===== src/rtl/gpio_hs_ports_pkg.sv =====
// Shared definitions for the gpio_hs_ports register block.
//   Register offsets: DATA_p / DDR_p sit at 2p / 2p+1; ICR, IMR and the
//   optional ESTAT_p / EMASK_p registers are offsets from B = 2*NUM_PORTS.
//   ICR bit positions and the CIA-style set/clear update used for IMR.
package gpio_hs_ports_pkg;

  localparam int unsigned OFF_DATA  = 0;  // + 2p
  localparam int unsigned OFF_DDR   = 1;  // + 2p
  localparam int unsigned OFF_ICR   = 0;  // + B
  localparam int unsigned OFF_IMR   = 1;  // + B
  localparam int unsigned OFF_ESTAT = 2;  // + B + 2p
  localparam int unsigned OFF_EMASK = 3;  // + B + 2p

  localparam logic [2:0] ICR_FLAG = 3'd0;
  localparam logic [2:0] ICR_EDGE = 3'd1;
  localparam logic [2:0] ICR_IRQ  = 3'd7;
  localparam logic [2:0] IMR_SC   = 3'd7;  // 1 = set selected bits, 0 = clear

  // Bit 7 of the written byte chooses set or clear; bits 1:0 select which
  // mask bits are affected. Bits outside 'valid' never change.
  function automatic logic [1:0] imr_update(input logic [1:0] cur,
                                            input logic [7:0] wr,
                                            input logic [1:0] valid);
    logic [1:0] sel;
    sel = wr[1:0] & valid;
    return wr[IMR_SC] ? (cur | sel) : (cur & ~sel);
  endfunction

endpackage


===== src/rtl/gpio_sync_edge.sv =====
// Two-flop input synchroniser with single-cycle edge pulses.
//   i_clk, i_reset : clock and synchronous active-high reset (clears all flops)
//   i_d            : asynchronous inputs
//   o_q            : synchronised value (2 cycles behind i_d)
//   o_rise/o_fall  : one-cycle pulses when o_q goes 0->1 / 1->0
module gpio_sync_edge #(
  parameter int unsigned W = 1
) (
  input  logic         i_clk,
  input  logic         i_reset,
  input  logic [W-1:0] i_d,
  output logic [W-1:0] o_q,
  output logic [W-1:0] o_rise,
  output logic [W-1:0] o_fall
);

  logic [W-1:0] r_s1;
  logic [W-1:0] r_s2;
  logic [W-1:0] r_s3;  // previous synchronised value, for edge detection

  always_ff @(posedge i_clk) begin
    if (i_reset) begin
      r_s1 <= '0;
      r_s2 <= '0;
      r_s3 <= '0;
    end else begin
      r_s1 <= i_d;
      r_s2 <= r_s1;
      r_s3 <= r_s2;
    end
  end

  assign o_q    = r_s2;
  assign o_rise = r_s2 & ~r_s3;
  assign o_fall = ~r_s2 & r_s3;

endmodule


===== src/rtl/gpio_hs_ports.sv =====
// Multi-port GPIO block with data direction registers, pc_n handshake strobe
// and a flag_n / pin-edge interrupt source on an 8-bit register bus.
//   clk, reset        : clock, synchronous active-high reset
//   cs, we, addr, din : register bus (access on rising clk when cs=1)
//   dout              : registered read data, held between reads
//   gpio_i/o/oe       : pins; port p occupies [p*PORT_W +: PORT_W]
//   flag_n            : asynchronous low-true FLAG input (falling edge sets ICR[0])
//   pc_n              : low for one cycle after any access to DATA_HS_PORT
//   irq_n             : registered low-true interrupt request
// Optional feature macro: GPIO_EDGE_IRQ_EN adds per-pin rising-edge status
// (ESTAT_p, write-1-to-clear) and masks (EMASK_p) feeding ICR[1].
module gpio_hs_ports
  import gpio_hs_ports_pkg::*;
#(
  parameter int unsigned NUM_PORTS = 2,
  parameter int unsigned PORT_W    = 8,
  parameter int unsigned ADDR_W    = 5,
  parameter int unsigned HS_PORT   = 1
) (
  input  logic                        clk,
  input  logic                        reset,
  input  logic                        cs,
  input  logic                        we,
  input  logic [ADDR_W-1:0]           addr,
  input  logic [7:0]                  din,
  output logic [7:0]                  dout,
  input  logic [NUM_PORTS*PORT_W-1:0] gpio_i,
  output logic [NUM_PORTS*PORT_W-1:0] gpio_o,
  output logic [NUM_PORTS*PORT_W-1:0] gpio_oe,
  input  logic                        flag_n,
  output logic                        pc_n,
  output logic                        irq_n
);

  localparam int unsigned B = 2 * NUM_PORTS;
`ifdef GPIO_EDGE_IRQ_EN
  localparam logic [1:0] IMR_VALID = 2'b11;
`else
  localparam logic [1:0] IMR_VALID = 2'b01;
`endif

  logic [PORT_W-1:0]    r_data        [NUM_PORTS];
  logic [PORT_W-1:0]    r_ddr         [NUM_PORTS];
  logic [PORT_W-1:0]    w_sync        [NUM_PORTS];
  logic [PORT_W-1:0]    w_rise        [NUM_PORTS];
  logic [PORT_W-1:0]    w_unused_fall [NUM_PORTS];
  logic                 r_icr_flag;
  logic [1:0]           r_imr;
  logic [7:0]           r_dout;
  logic                 r_pc_n;
  logic                 r_irq_n;
  logic [31:0]          w_a;
  logic                 w_rd;
  logic                 w_wr;
  logic [NUM_PORTS-1:0] w_data_sel;
  logic [NUM_PORTS-1:0] w_ddr_sel;
  logic                 w_icr_sel;
  logic                 w_imr_sel;
  logic                 w_flag_fall;
  logic                 w_unused_flag_q;
  logic                 w_unused_flag_rise;
  logic                 w_edge_any;
  logic                 w_irq;
  logic [7:0]           w_icr_rd;
  logic [7:0]           w_rdata;

  assign w_a  = 32'(addr);
  assign w_rd = cs & ~we;
  assign w_wr = cs & we;

  // Input synchronisers and pin drivers
  for (genvar gp = 0; gp < NUM_PORTS; gp++) begin : g_port
    gpio_sync_edge #(.W(PORT_W)) u_sync (
      .i_clk   (clk),
      .i_reset (reset),
      .i_d     (gpio_i[gp*PORT_W +: PORT_W]),
      .o_q     (w_sync[gp]),
      .o_rise  (w_rise[gp]),
      .o_fall  (w_unused_fall[gp])
    );
    assign gpio_o [gp*PORT_W +: PORT_W] = r_data[gp];
    assign gpio_oe[gp*PORT_W +: PORT_W] = r_ddr[gp];
  end

  gpio_sync_edge #(.W(1)) u_flag_sync (
    .i_clk   (clk),
    .i_reset (reset),
    .i_d     (flag_n),
    .o_q     (w_unused_flag_q),
    .o_rise  (w_unused_flag_rise),
    .o_fall  (w_flag_fall)
  );

`ifdef GPIO_EDGE_IRQ_EN
  logic [NUM_PORTS-1:0] w_estat_sel;
  logic [NUM_PORTS-1:0] w_emask_sel;
  logic [PORT_W-1:0]    r_estat [NUM_PORTS];
  logic [PORT_W-1:0]    r_emask [NUM_PORTS];
  logic [PORT_W-1:0]    w_w1c   [NUM_PORTS];

  always_comb begin
    w_edge_any = 1'b0;
    for (int unsigned p = 0; p < NUM_PORTS; p++) begin
      w_estat_sel[p] = (w_a == B + OFF_ESTAT + 2*p);
      w_emask_sel[p] = (w_a == B + OFF_EMASK + 2*p);
      w_w1c[p]       = (w_wr && w_estat_sel[p]) ? din[PORT_W-1:0] : '0;
      w_edge_any     = w_edge_any | (|(r_estat[p] & r_emask[p]));
    end
  end

  // A rising edge landing in the same cycle as a W1C re-sets the bit.
  always_ff @(posedge clk) begin
    if (reset) begin
      for (int unsigned p = 0; p < NUM_PORTS; p++) begin
        r_estat[p] <= '0;
        r_emask[p] <= '0;
      end
    end else begin
      for (int unsigned p = 0; p < NUM_PORTS; p++) begin
        r_estat[p] <= (r_estat[p] & ~w_w1c[p]) | w_rise[p];
        if (w_wr && w_emask_sel[p]) r_emask[p] <= din[PORT_W-1:0];
      end
    end
  end
`else
  logic [PORT_W-1:0] w_unused_rise [NUM_PORTS];
  always_comb w_unused_rise = w_rise;
  assign w_edge_any = 1'b0;
`endif

  always_comb begin
    w_data_sel = '0;
    w_ddr_sel  = '0;
    for (int unsigned p = 0; p < NUM_PORTS; p++) begin
      w_data_sel[p] = (w_a == 2*p + OFF_DATA);
      w_ddr_sel[p]  = (w_a == 2*p + OFF_DDR);
    end
    w_icr_sel = (w_a == B + OFF_ICR);
    w_imr_sel = (w_a == B + OFF_IMR);
  end

  assign w_irq = (r_icr_flag & r_imr[0]) | (w_edge_any & r_imr[1]);

  always_comb begin
    w_icr_rd           = '0;
    w_icr_rd[ICR_IRQ]  = w_irq;
    w_icr_rd[ICR_EDGE] = w_edge_any;
    w_icr_rd[ICR_FLAG] = r_icr_flag;
  end

  // Read mux; anything not decoded reads 0.
  always_comb begin
    w_rdata = 8'h00;
    for (int unsigned p = 0; p < NUM_PORTS; p++) begin
      if (w_data_sel[p]) w_rdata = 8'((r_data[p] & r_ddr[p]) | (w_sync[p] & ~r_ddr[p]));
      if (w_ddr_sel[p])  w_rdata = 8'(r_ddr[p]);
`ifdef GPIO_EDGE_IRQ_EN
      if (w_estat_sel[p]) w_rdata = 8'(r_estat[p]);
      if (w_emask_sel[p]) w_rdata = 8'(r_emask[p]);
`endif
    end
    if (w_icr_sel) w_rdata = w_icr_rd;
    if (w_imr_sel) w_rdata = {6'b0, r_imr};
  end

  always_ff @(posedge clk) begin
    if (reset) begin
      for (int unsigned p = 0; p < NUM_PORTS; p++) begin
        r_data[p] <= '0;
        r_ddr[p]  <= '0;
      end
    end else if (w_wr) begin
      for (int unsigned p = 0; p < NUM_PORTS; p++) begin
        if (w_data_sel[p]) r_data[p] <= din[PORT_W-1:0];
        if (w_ddr_sel[p])  r_ddr[p]  <= din[PORT_W-1:0];
      end
    end
  end

  // ICR read clears the flag, but a falling edge arriving in that same
  // cycle still sets it.
  always_ff @(posedge clk) begin
    if (reset) begin
      r_imr      <= '0;
      r_icr_flag <= 1'b0;
      r_dout     <= '0;
      r_pc_n     <= 1'b1;
      r_irq_n    <= 1'b1;
    end else begin
      if (w_wr && w_imr_sel) r_imr <= imr_update(r_imr, din, IMR_VALID);
      r_icr_flag <= (r_icr_flag & ~(w_rd & w_icr_sel)) | w_flag_fall;
      if (w_rd) r_dout <= w_rdata;
      r_pc_n  <= ~(cs & w_data_sel[HS_PORT]);
      r_irq_n <= ~w_irq;
    end
  end

  assign dout  = r_dout;
  assign pc_n  = r_pc_n;
  assign irq_n = r_irq_n;

endmodule


===== config.mk =====
export PLATFORM = sky130hd
export DESIGN_NAME = gpio_hs_ports
export DESIGN_NICKNAME = d
export VERILOG_FILES = /design/src/rtl/gpio_hs_ports_pkg.sv /design/src/rtl/gpio_sync_edge.sv /design/src/rtl/gpio_hs_ports.sv
export SDC_FILE = /design/constraint.sdc
export NUM_CORES = 1
export LEC_CHECK = 0
export ABC_AREA = 1
export BUFFER_PORTS_ARGS = -buffer_cell sky130_fd_sc_hd__clkbuf_2
export CAP_MARGIN = 20
export CORE_UTILIZATION = 30
export CTS_CLUSTER_DIAMETER = 200
export DETAILED_ROUTE_END_ITERATION = 8
export PLACE_DENSITY = 0.59
export SYNTH_ARGS = -nofsm -noshare
export SYNTH_HDL_FRONTEND = slang
export SYNTH_SLANG_ARGS = --single-unit

===== constraint.sdc =====
create_clock -name clk -period 1.7 [get_ports clk]
set_input_delay 0.255 -clock clk [delete_from_list [all_inputs] [get_ports clk]]
set_output_delay 0.255 -clock clk [all_outputs]
set_load 0.03 [all_outputs]

* Word level (Yosys, flattened, before mapping)
Memories as Yosys holds them, arrays and structs flattened.
Cells that the tools add are included.
** Storage, ports and cells
- Memories kept :: 2
- Bits of input ports :: 34
- Bits in registers :: 48
- Memory bits (writable) :: 32
- Output and inout port bits :: 42
- Word-level logic and storage cells :: 78
** Memories
- r_data :: depth 2, bits a word 8, read ports 2, clocked after memory_dff 0, write ports 2, line gpio_hs_ports.sv:42 : logic [PORT_W-1:0] r_data [NUM_PORTS];
- r_ddr :: depth 2, bits a word 8, read ports 2, clocked after memory_dff 0, write ports 2, line gpio_hs_ports.sv:43 : logic [PORT_W-1:0] r_ddr [NUM_PORTS];
** Operators by class
- Reductions and logical operators :: 2
- Equality and inequality tests :: 5
- Muxes and demuxes :: 29
- Bitwise gates (word level) :: 28
** Operators with widths (count)
- 8-bit 2-to-1 mux :: 10
- 8-bit AND :: 4
- 32-bit logical NOT :: 1
- 1-bit 2-to-1 mux :: 18
- 8-bit NOT :: 2
- 8-bit OR :: 2
- 5-bit by 2-bit equality test with 1-bit output, second input constant :: 2
- 5-bit by 3-bit equality test with 1-bit output, second input constant :: 2
- 1-bit AND :: 7
- 5-bit by 1-bit equality test with 1-bit output, second input constant :: 1
- 1-bit NOT :: 5
- 1-bit OR :: 5
- 2-bit AND :: 1
- 2-bit 2-to-1 mux :: 1
- 1-bit NOT with 2-bit output :: 1
- 2-bit by 1-bit OR with 2-bit output :: 1
- 1-bit logical AND :: 1

* Logic depth before layout (Yosys ltp)
An unclocked memory read counts as a cell.
- Depth after elaboration :: 10
- Gate-level depth with buffers :: 9
- Gate-level depth less buffers :: 9

* Cells and area by module
From an unflattened synthesis, not the netlist that was laid out.
** Second synthesis, totals
- Cell total of the unflattened synthesis :: 440
- Area total of the unflattened synthesis :: 3671.0 sq um
** Modules (own cells, without submodules)
- gpio_hs_ports :: times used 1, cells each 232, area an instance 2030.7 sq um
- gpio_sync_edge (g_port[0].u_sync ...) :: times used 2, cells each 98, area an instance 773.2 sq um
- gpio_sync_edge (u_flag_sync) :: times used 1, cells each 12, area an instance 93.8 sq um

* Worst setup path after synthesis
Ideal clock, no wire load.
- Path type :: input -> register
- From :: input addr[4]
- To :: memory r_ddr[1][2] (netlist: r_ddr[0][10]), enable pin
- Data required time :: 1.316 ns
- Stages :: 5
- Slack :: -0.030 ns
- Arrival time :: 1.346 ns
- Cells stage by stage :: nor2_4 -> nand2_4 -> nor2_4 -> inv_1 -> o21ai_0
** RTL lines
- start: declaration :: line gpio_hs_ports.sv:24 : input logic [ADDR_W-1:0] addr,
- end: declaration :: line gpio_hs_ports.sv:43

==> run_summary.xml <==
<?xml version="1.0" encoding="UTF-8"?>
<metrics>
  <group name="worst_setup_path">
    <metric name="worst_setup_path_end_kind" unit="">primary output</metric>
    <metric name="critPathMaxFanout" unit="">4</metric>
    <metric name="worst_path_largest_cell_delay" unit="ns">0.46</metric>
    <metric name="cpLargestDelayFamily" unit="">flip-flops</metric>
    <metric name="path_cells" unit="">clkbuf_2</metric>
    <metric name="kind_of_start_point_of_the_critical_path" unit="">register</metric>
    <metric name="crit_arrival" unit="ns">1.01</metric>
    <metric name="cp_data_required_time" unit="ns">1.44</metric>
    <metric name="rr_worst_depth" unit="">5</metric>
    <metric name="worst_r2r_startpoint" unit="">r_ddr[0][9]</metric>
    <metric name="worst-r2r-setup-slack" unit="ns">0.51</metric>
    <metric name="critical_path.n_buffers_inverters" unit="">1</metric>
    <metric name="critPathSlowestCell" unit="">sky130_fd_sc_hd__edfxtp_1</metric>
    <metric name="timing.setup.critical_path_class" unit="">register to primary output</metric>
    <metric name="reg2reg_to" unit="">dout[1]</metric>
  </group>
  <group name="pwr">
    <metric name="power.density" unit="nW/um2">964</metric>
    <metric name="net_switching_power_figure" unit="mW">0.938</metric>
    <metric name="ir_drop" unit="V">0.000496</metric>
    <metric name="p_seq_share" unit="%">56.4</metric>
    <metric name="share_comb_of_total_power" unit="%">10.7</metric>
    <metric name="leakagePower" unit="nW">1.83</metric>
    <metric name="swShare" unit="%">25.2</metric>
    <metric name="clockPowerShare" unit="%">32.9</metric>
    <metric name="intPower" unit="mW">2.79</metric>
    <metric name="total_power" unit="mW">3.73</metric>
  </group>
  <group name="detailed_routing">
    <metric name="vias_per_cell" unit="">4.31</metric>
    <metric name="drt-total-wl" unit="um">7560</metric>
    <metric name="drt-pass1-iter-count" unit="">4</metric>
    <metric name="routed-via-count" unit="">2502</metric>
    <metric name="postRouteAntennaNets" unit="">0</metric>
    <metric name="total_drc_errors_in_the_routed_layout" unit="">0</metric>
    <metric name="detail_route.wl_per_cell" unit="um">13.0</metric>
    <metric name="drt_iter0_drc" unit="">152</metric>
  </group>
  <group name="cts">
    <metric name="tritoncts_clock_tree" unit="">yes</metric>
    <metric name="clockBufferDepth" unit="">2</metric>
    <metric name="cts.sink_count" unit="">79</metric>
    <metric name="clkSlewWorstSetupHoldPaths" unit="ns">0.07</metric>
    <metric name="cts_hold_repair.buffers" unit="">0</metric>
    <metric name="cts_inserted_buffers" unit="">9</metric>
    <metric name="postCtsResizedCells" unit="">0</metric>
    <metric name="later_pin_clock_latency_in_the_skew_report" unit="ns">0.34</metric>
    <metric name="post_cts_setup_buffer_count" unit="">0</metric>
    <metric name="cts_root_buffer" unit="">sky130_fd_sc_hd__clkbuf_8</metric>
    <metric name="cts-htree-levels" unit="">3</metric>
  </group>
  <group name="logic_synthesis">
    <metric name="yosysMostFrequentCell" unit="">sky130_fd_sc_hd__inv_1</metric>
    <metric name="synth_enable_flop_cells" unit="">32</metric>
    <metric name="syn_area" unit="um2">3130</metric>
    <metric name="netlist.top_cell.by_area" unit="">sky130_fd_sc_hd__edfxtp_1</metric>
    <metric name="synth.top_cells.by_area" unit="">sky130_fd_sc_hd__edfxtp_1 (31%), sky130_fd_sc_hd__dfxtp_1 (30%), sky130_fd_sc_hd__inv_1 (8.5%), sky130_fd_sc_hd__nor2_1 (7.8%), sky130_fd_sc_hd__nand2_1 (7.7%)</metric>
    <metric name="synth_top_cell_area_share" unit="%">30.7</metric>
    <metric name="synth_sequential_area_ratio" unit="%">60.8</metric>
    <metric name="synthCells" unit="">356</metric>
    <metric name="syn-mean-instance-area" unit="um2">8.78</metric>
    <metric name="synthTopCellsByCount" unit="">sky130_fd_sc_hd__inv_1 (71), sky130_fd_sc_hd__nor2_1 (65), sky130_fd_sc_hd__nand2_1 (64), sky130_fd_sc_hd__dfxtp_1 (47), sky130_fd_sc_hd__edfxtp_1 (32)</metric>
    <metric name="synth_fp_nets" unit="">390</metric>
    <metric name="yosysUniqueCellTypes" unit="">24</metric>
    <metric name="synthArstFlopShare" unit="%">0</metric>
    <metric name="yosys_most_used_dff" unit="">sky130_fd_sc_hd__dfxtp_1</metric>
    <metric name="yosys_warns" unit="">0</metric>
    <metric name="synth.ff_latch_count" unit="">79</metric>
  </group>
  <group name="grt">
    <metric name="grt_start_max_net_pins" unit="">45</metric>
    <metric name="global_route.usage.total" unit="%">14.4</metric>
    <metric name="grt_pass1_vias" unit="">2350</metric>
    <metric name="globalRoute.totalOverflow" unit="">0</metric>
    <metric name="antenna_violations_before_repair" unit="">0</metric>
    <metric name="first_pass_grt_wire_length" unit="um">11700</metric>
  </group>
  <group name="hold_path">
    <metric name="min_delay_path_depth" unit="">3</metric>
    <metric name="timing.hold.worst.start" unit="">gpio_i[14]</metric>
    <metric name="worstHoldPathType" unit="">input port to register</metric>
    <metric name="worstHoldEndpoint" unit="">g_port[1].u_sync.r_s1[6]</metric>
  </group>
  <group name="run_status">
    <metric name="outcome" unit="">completed</metric>
  </group>
  <group name="timing">
    <metric name="fin_skew" unit="ns">0.0117</metric>
    <metric name="totalNegativeSetupSlack" unit="ns">0</metric>
    <metric name="min_period_over_period" unit="%">74.4</metric>
    <metric name="report.final.setup_viol" unit="">0</metric>
    <metric name="max_slew.worst_pin.slew" unit="ns">0.473</metric>
    <metric name="finalHoldViolations" unit="">0</metric>
    <metric name="maxSlewHeadroom" unit="%">68.5</metric>
    <metric name="fmax" unit="MHz">791</metric>
    <metric name="post-route-min-period" unit="ns">1.26</metric>
    <metric name="grt_setup_unrepaired" unit="">no</metric>
    <metric name="final-max-slew-violation-count" unit="">0</metric>
    <metric name="whs" unit="ns">0.0949</metric>
  </group>
  <group name="floorplan">
    <metric name="die_h" unit="um">104</metric>
    <metric name="floorplan.die.width" unit="um">104</metric>
    <metric name="coreArea" unit="um2">9950</metric>
    <metric name="die_outline_area" unit="um2">10800</metric>
    <metric name="starting_density" unit="%">31.4</metric>
    <metric name="fp-row-count" unit="">36</metric>
    <metric name="design.portCount" unit="">76</metric>
  </group>
  <group name="layout">
    <metric name="antenna_cells" unit="">0</metric>
    <metric name="fin_nets" unit="">477</metric>
    <metric name="post_route_cells_drive_above_1_share" unit="%">26.6</metric>
    <metric name="area.growth.synth_to_final" unit="%">23.7</metric>
    <metric name="final_cells" unit="">581</metric>
    <metric name="design_area" unit="um2">3870</metric>
  </group>
  <group name="place">
    <metric name="dp_cells" unit="">565</metric>
    <metric name="hpwlAfterDp" unit="um">5770</metric>
    <metric name="globalplace.congestion" unit="">0.856</metric>
    <metric name="placed_instance_area" unit="um2">3700</metric>
    <metric name="io_buffer_count" unit="">75</metric>
  </group>
  <group name="flow_run">
    <metric name="max_cap_viol_count" unit="">0</metric>
  </group>
</metrics>
placed cells by master (no fill, tap or decap), types with 7 or more instances in the layout:
cell type,instances
sky130_fd_sc_hd__buf_4,7
sky130_fd_sc_hd__nand3_1,12
sky130_fd_sc_hd__clkbuf_8,11
sky130_fd_sc_hd__o21ai_0,7
sky130_fd_sc_hd__nand2_1,64
sky130_fd_sc_hd__inv_1,71
sky130_fd_sc_hd__a21oi_1,12
sky130_fd_sc_hd__nor2_1,65
sky130_fd_sc_hd__dfxtp_1,47
sky130_fd_sc_hd__edfxtp_1,32
sky130_fd_sc_hd__clkbuf_2,75
registers in the layout, indices dropped and copies added, names as in the netlist, 8 cells and up, named ones only:
register / count
g_port.u_sync.o_q: 16
g_port.u_sync.r_s1: 16
r_data: 16
r_ddr: 16
dout: 8
cells by family after synthesis:
family,share of synthesized area [%]
compound gates,6.24
simple gates,23.2
buf+inv,9.76
flops,60.8
power by group through the flow:
| stage | Combinational, mW | Sequential [mW] | Clock [mW] |
|---|---|---|---|
| 3_3_place_gp | 0.400 | 2.15 | 0 |
| 6_report | 0.400 | 2.10 | 1.23 |
| 4_1_cts | 0.405 | 2.11 | 1.26 |
| 5_1_grt | 0.441 | 2.11 | 1.35 |
| 2_1_floorplan | 0.161 | 2.23 | 0 |
| 3_5_place_dp | 0.403 | 2.15 | 0 |
per-layer routing:
metal / global-route usage (%) / part of all wire (%) / vias to the layer above
li1: - / - / 1265
met1: 18.8 / 45 / 1128
met2: 22.8 / 46 / 100
met3: 4.39 / 7.5 / 9
met4: 4.29 / 1.2 / 0
met5: 0 / 0 / -
per-stage QoR:
step / utilization [%] / setup WS [ns]
after CTS: 38.9 / 0.410
after floorplan: - / 0.112
after global routing: 38.9 / 0.362
after detailed placement: 37.1 / 0.0907
final: 38.9 / 0.435
after global placement: 37.1 / 0.143
final cells by class:
type	instances	area (um2)
timing repair buffer	82	428
clock inverter	1	6.26
fill	1040	6090
clock buffer	15	166
tap	133	166
sequential	79	1900
multi-input combinational	197	920
inverter	74	280
worst max-delay path by stage:
stage | from | endpoint | slack [ns] | cells after the start
after global routing | addr[1] | r_data[0][1] | 0.36 | 6
after floorplan | addr[3] | r_ddr[0][0] | 0.11 | 3
after detailed placement | addr[1] | r_data[0][3] | 0.09 | 6
after CTS | r_ddr[0][9] | gpio_oe[9] | 0.41 | 1
after global placement | addr[4] | r_data[0][3] | 0.14 | 6
final | r_ddr[0][8] | gpio_oe[8] | 0.44 | 1
Note: power is estimated with default switching activity, not from simulation.
